===== config.mk =====
export PLATFORM = sky130hd
export DESIGN_NAME = tdm_demux16
export DESIGN_NICKNAME = d
export VERILOG_FILES = /design/src/rtl/tdm_demux16.sv
export SDC_FILE = /design/constraint.sdc
export NUM_CORES = 1
export LEC_CHECK = 0
export CORE_AREA = 10 10 108 110
export CTS_CLUSTER_SIZE = 30
export DETAILED_ROUTE_END_ITERATION = 7
export DIE_AREA = 0 0 118 120
export DONT_BUFFER_PORTS = 1
export GPL_TIMING_DRIVEN = 0
export PLACE_DENSITY = 0.77
export SLEW_MARGIN = 15
export SYNTH_ARGS = -nofsm -noshare
export SYNTH_HDL_FRONTEND = slang
export SYNTH_SLANG_ARGS = --single-unit

===== constraint.sdc =====
create_clock -name clk -period 1.7 [get_ports clk]
set_clock_uncertainty 0.05 [all_clocks]
set_input_delay 0.34 -clock clk [delete_from_list [all_inputs] [get_ports clk]]
set_output_delay 0.34 -clock clk [all_outputs]
set_load 0.005 [all_outputs]

===== src/rtl/tdm_demux16.sv =====
// Time-division demultiplexer: collects 16 serialized N-bit words into a
// shadow buffer and publishes the whole frame atomically on 16 registered outputs.
module tdm_demux16 #(
  parameter int N = 4
) (
  input  logic         clk,
  input  logic         rst,
  input  logic         in_valid,
  input  logic         in_sof,
  input  logic [N-1:0] in_data,
  output logic [N-1:0] out00,
  output logic [N-1:0] out01,
  output logic [N-1:0] out02,
  output logic [N-1:0] out03,
  output logic [N-1:0] out04,
  output logic [N-1:0] out05,
  output logic [N-1:0] out06,
  output logic [N-1:0] out07,
  output logic [N-1:0] out08,
  output logic [N-1:0] out09,
  output logic [N-1:0] out10,
  output logic [N-1:0] out11,
  output logic [N-1:0] out12,
  output logic [N-1:0] out13,
  output logic [N-1:0] out14,
  output logic [N-1:0] out15,
  output logic         frame_valid,
  output logic [3:0]   slot,
  output logic         error
);

  localparam logic [3:0] LastSlot = 4'd15;

  logic [N-1:0] shadow_q [0:14];
  logic [N-1:0] shadow_d [0:14];
  logic [N-1:0] out_q    [0:15];
  logic [N-1:0] out_d    [0:15];
  logic [3:0]   slot_q, slot_d;
  logic         frame_valid_q, frame_valid_d;
  logic         error_q, error_d;

  // SOF wins over every other rule; slot 15 bypasses the shadow and lands on out15.
  always_comb begin
    shadow_d      = shadow_q;
    out_d         = out_q;
    slot_d        = slot_q;
    frame_valid_d = 1'b0;
    error_d       = error_q;

    if (in_valid) begin
      if (in_sof) begin
        shadow_d[0] = in_data;
        slot_d      = 4'd1;
        if (slot_q != 4'd0) begin
          error_d = 1'b1;
        end
      end else if (slot_q == LastSlot) begin
        for (int k = 0; k < 15; k++) begin
          out_d[k] = shadow_q[k];
        end
        out_d[15]     = in_data;
        slot_d        = 4'd0;
        frame_valid_d = 1'b1;
      end else begin
        for (int k = 0; k < 15; k++) begin
          if (slot_q == 4'(k)) begin
            shadow_d[k] = in_data;
          end
        end
        slot_d = slot_q + 4'd1;
      end
    end
  end

  always_ff @(posedge clk) begin
    if (rst) begin
      for (int k = 0; k < 15; k++) begin
        shadow_q[k] <= '0;
      end
      for (int k = 0; k < 16; k++) begin
        out_q[k] <= '0;
      end
      slot_q        <= 4'd0;
      frame_valid_q <= 1'b0;
      error_q       <= 1'b0;
    end else begin
      for (int k = 0; k < 15; k++) begin
        shadow_q[k] <= shadow_d[k];
      end
      for (int k = 0; k < 16; k++) begin
        out_q[k] <= out_d[k];
      end
      slot_q        <= slot_d;
      frame_valid_q <= frame_valid_d;
      error_q       <= error_d;
    end
  end

  assign out00       = out_q[0];
  assign out01       = out_q[1];
  assign out02       = out_q[2];
  assign out03       = out_q[3];
  assign out04       = out_q[4];
  assign out05       = out_q[5];
  assign out06       = out_q[6];
  assign out07       = out_q[7];
  assign out08       = out_q[8];
  assign out09       = out_q[9];
  assign out10       = out_q[10];
  assign out11       = out_q[11];
  assign out12       = out_q[12];
  assign out13       = out_q[13];
  assign out14       = out_q[14];
  assign out15       = out_q[15];
  assign frame_valid = frame_valid_q;
  assign slot        = slot_q;
  assign error       = error_q;

endmodule

==> results of run 1 <==
## worst paths after layout
kind | cells after the start | start | slack, ns | to
setup / recovery | 6 | slot[0] | 0.10 | out11[2]
hold / removal | 2 | in_sof | 0.06 | shadow_q[57]
hold reg to reg | 2 | shadow_q[27] | 0.44 | out08[3]
setup reg to reg | 6 | slot[0] | 0.10 | out11[2]
## final cells by class
cell class                      count  share of cell area (%)
Sequential cell                   130                    44.2
Multi-Input combinational cell    296                    39.7
Clock buffer                       21                    7.78
Buffer                             37                    3.39
Tap cell                          133                    2.82
Clock inverter                      9                    1.82
Timing Repair Buffer                1                   0.170
Inverter                            2                   0.127
## logic make-up (layout without fill, tap and decap cells)
group                    count (synthesis)  count (layout)  share of synthesized area [%]
AO/OA/AOI/OAI                            6               6                          0.851
flip-flops                             130             130                           50.6
adder cells (fa/ha/maj)                  4               4                          0.973
multiplexers                           124             124                           24.1
XOR/XNOR                                 1               1                          0.170
buffers and inverters                   39              70                           3.96
AND/OR/NAND/NOR                        161             161                           19.3
## routing by layer
metal  wire, µm  GRT usage, %
met5          0             0
met1       4950          19.0
met3        841          7.03
met4        131          5.26
met2       5330          26.3
## what timing repair did
| action | 4_1_cts | 5_1_grt |
|---|---|---|
| gates resized for setup | 4 | 5 |
| endpoints found under the setup margin | 87 | 29 |
| pin swaps | 0 | 0 |
| hold endpoints to repair | 3 | 0 |
| hold buffers | 1 | 0 |
## cell usage in the layout, fill, tap and decap left out, drive strengths merged
cell,n
buf,10
and4b,3
nor3b,1
nand3,11
nor2b,3
ha,4
nor2,6
xor2,1
a32oi,1
nor3,1
inv,2
clkinvlp,2
nand2b,128
nand4,1
o22ai,1
bufinv,2
and3,3
dlygate4sd3,1
and2,1
dfxtp,130
o21ba,1
mux2i,124
clkinv,5
clkbuf,48
a2111oi,1
o21ai,2
nand2,3
## power by group through the flow
stage | clock (mW) | sequential (mW) | combinational [mW]
after global routing | 3.65 | 3.07 | 0.213
after CTS | 3.48 | 3.07 | 0.196
after detailed placement | 0 | 3.14 | 0.190
final | 3.46 | 3.07 | 0.195
after global placement | 0 | 3.14 | 0.187
after floorplan | 0 | 3.13 | 0.139
## per-stage QoR
step / setup TNS [ns] / instance area, µm² / utilization (%) / hold WS (ns) / setup WS [ns]
finish: 0 / 5900 / 61.8 / 0.0613 / 0.102
global route: 0 / 5900 / 61.8 / 0.0655 / 0.00524
CTS: 0 / 5900 / 61.7 / 0.0504 / 0.0263
detailed placement: -8.52 / 5310 / 55.6 / 0.417 / -0.225
global placement: -4.60 / 5310 / 55.6 / 0.411 / -0.131
floorplan: 0 / 5140 / - / 0.404 / 0.0859
==> results_dict.tcl, run 1 <==
set metrics [dict create \
    synth-main-ff-cell "dfxtp_1" \
    leakage_nw 2.60 \
    p_seq_share_pct 45.7 \
    slew_headroom_pct 53.4 \
    synthTopCellsByCount "130 x dfxtp_1, 128 x nand2b_1, 124 x mux2i_1" \
    via_per_inst 5.18 \
    critPathMaxStageDelay_ns 0.39 \
    cp_top_family "buffers and inverters" \
    syn_inst 465 \
    grt_start_max_net_pins 17 \
    fmax_ghz 0.626 \
    setup_viol 0 \
    yosysSeqAreaShare_pct 50.6 \
    worstSetupPathType "register to register" \
    initial_core_util_pct 53.9 \
    grt_pass1_vias 3397 \
    place.detailed.hpwl_um 7940 \
    cap_violations 0 \
    drive_gt1_share_pct 10.7 \
    synth_top_cell_area_share_pct 50.6 \
    cts.clk_slew.worst_paths_ns 0.06 \
    combPwrFrac_pct 2.9 \
    place.detailed.instances 598 \
    grt_remaining_overflow 0 \
    dieArea_um2 14200 \
    multi_input_area_um2 2340 \
    fin_crit_sh_pct 94.0 \
    crit_path_end_kind "register" \
    synth-edff-count 0 \
    yosys_warnings 0 \
    ys_ff_latch 130 \
    syn_avg_cell_area_um2 11.1 \
    drt-total-wl_um 11300 \
    crit_fanout 10 \
    crit_arrival_ns 1.97 \
    finalNonFillerCells 629 \
    cellInternalPower_mw 5.33 \
    p_clk_share_pct 51.4 \
    syn_nets 477 \
    synth_area_um2 5140 \
    startpoint_type "register" \
    numPortBuffers 0 \
    clk_latency_ns 0.51 \
    drc_errors 0 \
    outcome "finished clean" \
    cts_buffers 17 \
    diodes 0 \
    num_vias 3261 \
    grt_pass1_wl_um 18300 \
    ios 78 \
    numClockSinks 130 \
    ir_drop_mv 0.657 \
    finalHoldViolCount 0 \
    die_h_um 120 \
    p_sw_mw 1.40 \
    nFillCells 826 \
    worstPathBufferInverterCount 3 \
    nets 497 \
    totalPowerFinal_mw 6.72 \
    core_area_um2 9550 \
    period_needed_ns 1.60 \
    cp_slowest_cell "dfxtp_4" \
    cts_post_setup_buffers_inserted 0 \
    antenna_left 0 \
    yosys-top-cells-area "dfxtp_1 51%, mux2i_1 24%, nand2b_1 16%, clkbuf_1 1.7%, ha_1 0.97%" \
    worstPathRequired_ns 2.08 \
    initialDrtViolationCount 126 \
    htreeDepth 4 \
    seqCellArea_um2 2610 \
    swShare_pct 20.8 \
    path_cells "ha_1, clkbuf_4, and3_4, buf_6, buf_8, mux2i_1" \
    synth.most_common_cell "dfxtp_1" \
    synth.distinct_cells 31 \
    firstDrtPassIters 5 \
    cts_tree "yes" \
    maxSlewViolCount 0 \
    powerDensity_nw_per_um2 1140 \
    area_growth_pct 14.7 \
    dieWidth_um 118 \
    hp-class "primary input to register" \
    fp-row-count 36 \
    routedWlPerCell_um 17.9 \
    routabilityCongestion 0.780 \
    root_buffer "clkbuf_8" \
    yosysTopAreaCell "dfxtp_1" \
    rsz0062_at_grt "no" \
    regMostFlops "shadow_q" \
    grtUsageTotal_pct 16.2 \
    largest_reg_flops 60 \
    postSynth.asyncResetShare_pct 0 \
    worst_pin_slew_ns 0.699 \
    clockBufferDepth 2 \
    antenna_found_initial 0 \
]
Note: power is estimated with default switching activity, not from simulation.
==> run 2: changes to the inputs <==
ABC_AREA = 1   (was unset)
CORE_AREA = 10 10 106 108   (was 10 10 108 110)
DIE_AREA = 0 0 116 118   (was 0 0 118 120)
REMOVE_ABC_BUFFERS = 1   (was unset)
clock period = 1.6 ns   (was 1.7 ns; I/O delays follow)
==> results_dict.tcl, run 2 <==
set metrics [dict create \
    design_area_um2 5950 \
    final_cell_mix "261 x nor2_1, 126 x dfxtp_1, 102 x nand2_1" \
    synth_area_um2 4940 \
    outcome "finished clean" \
    initial_core_util_pct 54.2 \
    grt_pass1_wl_um 21300 \
    dieArea_um2 13700 \
    placed_area_um2 4940 \
    worstPathRequired_ns 1.95 \
    die_h_um 118 \
    path_cells "nand2_2, clkinvlp_4, buf_12, nand3_4, o21ai_1, nor2_1" \
    fmax_ghz 0.625 \
    cts_tree "yes" \
    crit_arrival_ns 1.94 \
    setup_viol 0 \
    syn_inst 676 \
    initialDrtViolationCount 497 \
    drc_errors 0 \
    synth-main-ff-cell "dfxtp_1" \
    final_common_cell "nor2_1" \
    ir_drop_mv 0.582 \
    synth-edff-count 0 \
    synth_top_cell_area_share_pct 52.7 \
    yosysTopAreaCell "dfxtp_1" \
    yosysSeqAreaShare_pct 52.7 \
    clk_latency_ns 0.51 \
    grtUsageTotal_pct 19.3 \
    critPathMaxStageDelay_ns 0.45 \
    nets 702 \
    worstSetupPathType "register to register" \
    largest_reg_flops 60 \
    finalHoldViolCount 0 \
    cts.clk_slew.worst_paths_ns 0.06 \
    period_needed_ns 1.60 \
    antenna_found_initial 0 \
    r2r_end "out07[1]" \
    postSynth.asyncResetShare_pct 0 \
    rr_worst_depth 6 \
    maxSlewViolCount 0 \
    syn_avg_cell_area_um2 7.30 \
    hold_depth 3 \
    leakage_nw 2.25 \
    place.detailed.hpwl_um 7120 \
    regMostFlops "shadow_q" \
    crit_path_end_kind "register" \
    whs_endpoint "slot[1]" \
    routabilityCongestion 0.809 \
    yosys_warnings 0 \
    cap_violations 0 \
    cts_buffers 17 \
    worstPathBufferInverterCount 2 \
    numPortBuffers 0 \
    ios 78 \
    antenna_left 0 \
    grt_remaining_overflow 0 \
    diodes 0 \
    fp-row-count 35 \
    powerDensity_nw_per_um2 1220 \
    root_buffer "clkbuf_8" \
    startpoint_type "register" \
    firstDrtPassIters 7 \
    hp-class "primary input to register" \
    postLayoutCoreUtil_pct 65.3 \
    via_per_inst 5.54 \
    cp_slowest_cell "dfxtp_4" \
    numClockSinks 130 \
    ys_ff_latch 130 \
    fin_crit_sh_pct 100 \
    synth.most_common_cell "nor2_1" \
    slew_headroom_pct 54.3 \
    num_vias 4505 \
    setup_tns_ns 0 \
    rsz0062_at_grt "yes" \
    htreeDepth 4 \
    regToRegSetupSlack_ns 0.0005 \
    worst_pin_slew_ns 0.685 \
    place.detailed.instances 752 \
    area_growth_pct 20.6 \
    finalNonFillerCells 813 \
    synthTopCellsByCount "264 x nor2_1, 130 x dfxtp_1, 106 x nand2_1" \
    min_from "in_valid" \
    drive_gt1_share_pct 12.4 \
    dieWidth_um 116 \
    synth.distinct_cells 23 \
    totalPowerFinal_mw 7.27 \
    routedWlPerCell_um 17.5 \
    clockBufferDepth 2 \
    crit_fanout 16 \
    yosys-top-cells-area "dfxtp_1 53%, nor2_1 20%, nand2_1 8.1%, o21ai_1 3.9%, o21ai_0 3.3%" \
    drt-total-wl_um 14300 \
    cp_top_family "flip-flops" \
    grt_start_max_net_pins 83 \
    grt_pass1_vias 4299 \
    core_area_um2 9110 \
    reg2reg_from "slot[2]" \
]
-- run 2: cells by family (layout without fill, tap and decap cells) --
group | count (synthesis) | after routing | share of synthesized area (%)
buffers and inverters | 52 | 72 | 4.59
flip-flops | 130 | 130 | 52.7
AND/OR/NAND/NOR | 414 | 420 | 33.9
AO/OA/AOI/OAI | 76 | 76 | 7.81
adder cells (fa/ha/maj) | 4 | 4 | 1.01
-- run 2: area by class of cell --
type / count / area (µm²)
fill: 742 / 3160
sequential: 130 / 2620
multi-input combinational: 500 / 2280
clock buffer: 22 / 453
timing repair buffer: 23 / 243
tap: 111 / 139
clock inverter: 9 / 108
inverter: 16 / 96.3
timing repair inverter: 2 / 18.8
-- run 2: worst max path at each step --
stage          slack (ns)  depth (start not counted)            to  startpoint
6_report           0.0005                          6      out07[1]     slot[2]
5_1_grt             -0.05                          6      out07[1]     slot[3]
4_1_cts             0.005                          8  shadow_q[51]     slot[0]
3_5_place_dp        -1.97                          6      out05[3]     slot[3]
3_3_place_gp        -1.78                          6      out11[1]     slot[3]
2_1_floorplan       -0.87                          6      out06[0]     slot[3]
-- run 2: timing repair --
action,in CTS,in global routing
hold buffers,10,0
cloned,5,3
pin swaps,5,6
endpoints found under the hold margin,18,0
setup endpoints to repair,118,124
gates resized for setup,24,30
buffers inserted,11,1
-- run 2: tightest hold or removal path, cell delays in order --
cell and delay [ns]:
inv_2 0.06, nor2_1 0.11, a211oi_1 0.06
-- run 2: report_power, final --
| group | leakage, nW | switching, mW | internal (mW) |
|---|---|---|---|
| clock | 0.271 | 1.37 | 2.29 |
| combinational | 0.929 | 0.223 | 0.111 |
| sequential | 1.05 | 0.0261 | 3.26 |
| total | 2.25 | 1.62 | 5.65 |
-- run 2: stage by stage --
stage / hold WS [ns] / worst slack [ns]
global placement: 0.344 / -1.78
finish: 0.0383 / 0.000531
floorplan: 0.342 / -0.871
global route: 0.0249 / -0.0456
CTS: 0.00836 / 0.00496
detailed placement: 0.346 / -1.97
-- run 2: per-layer routing --
layer	GRT usage, %	vias up	share of wire, %
met4	8.84	0	3.3
met2	32.7	196	50
met1	20.6	2093	39
met5	0	-	0
met3	7.39	48	8.5
li1	-	2168	-
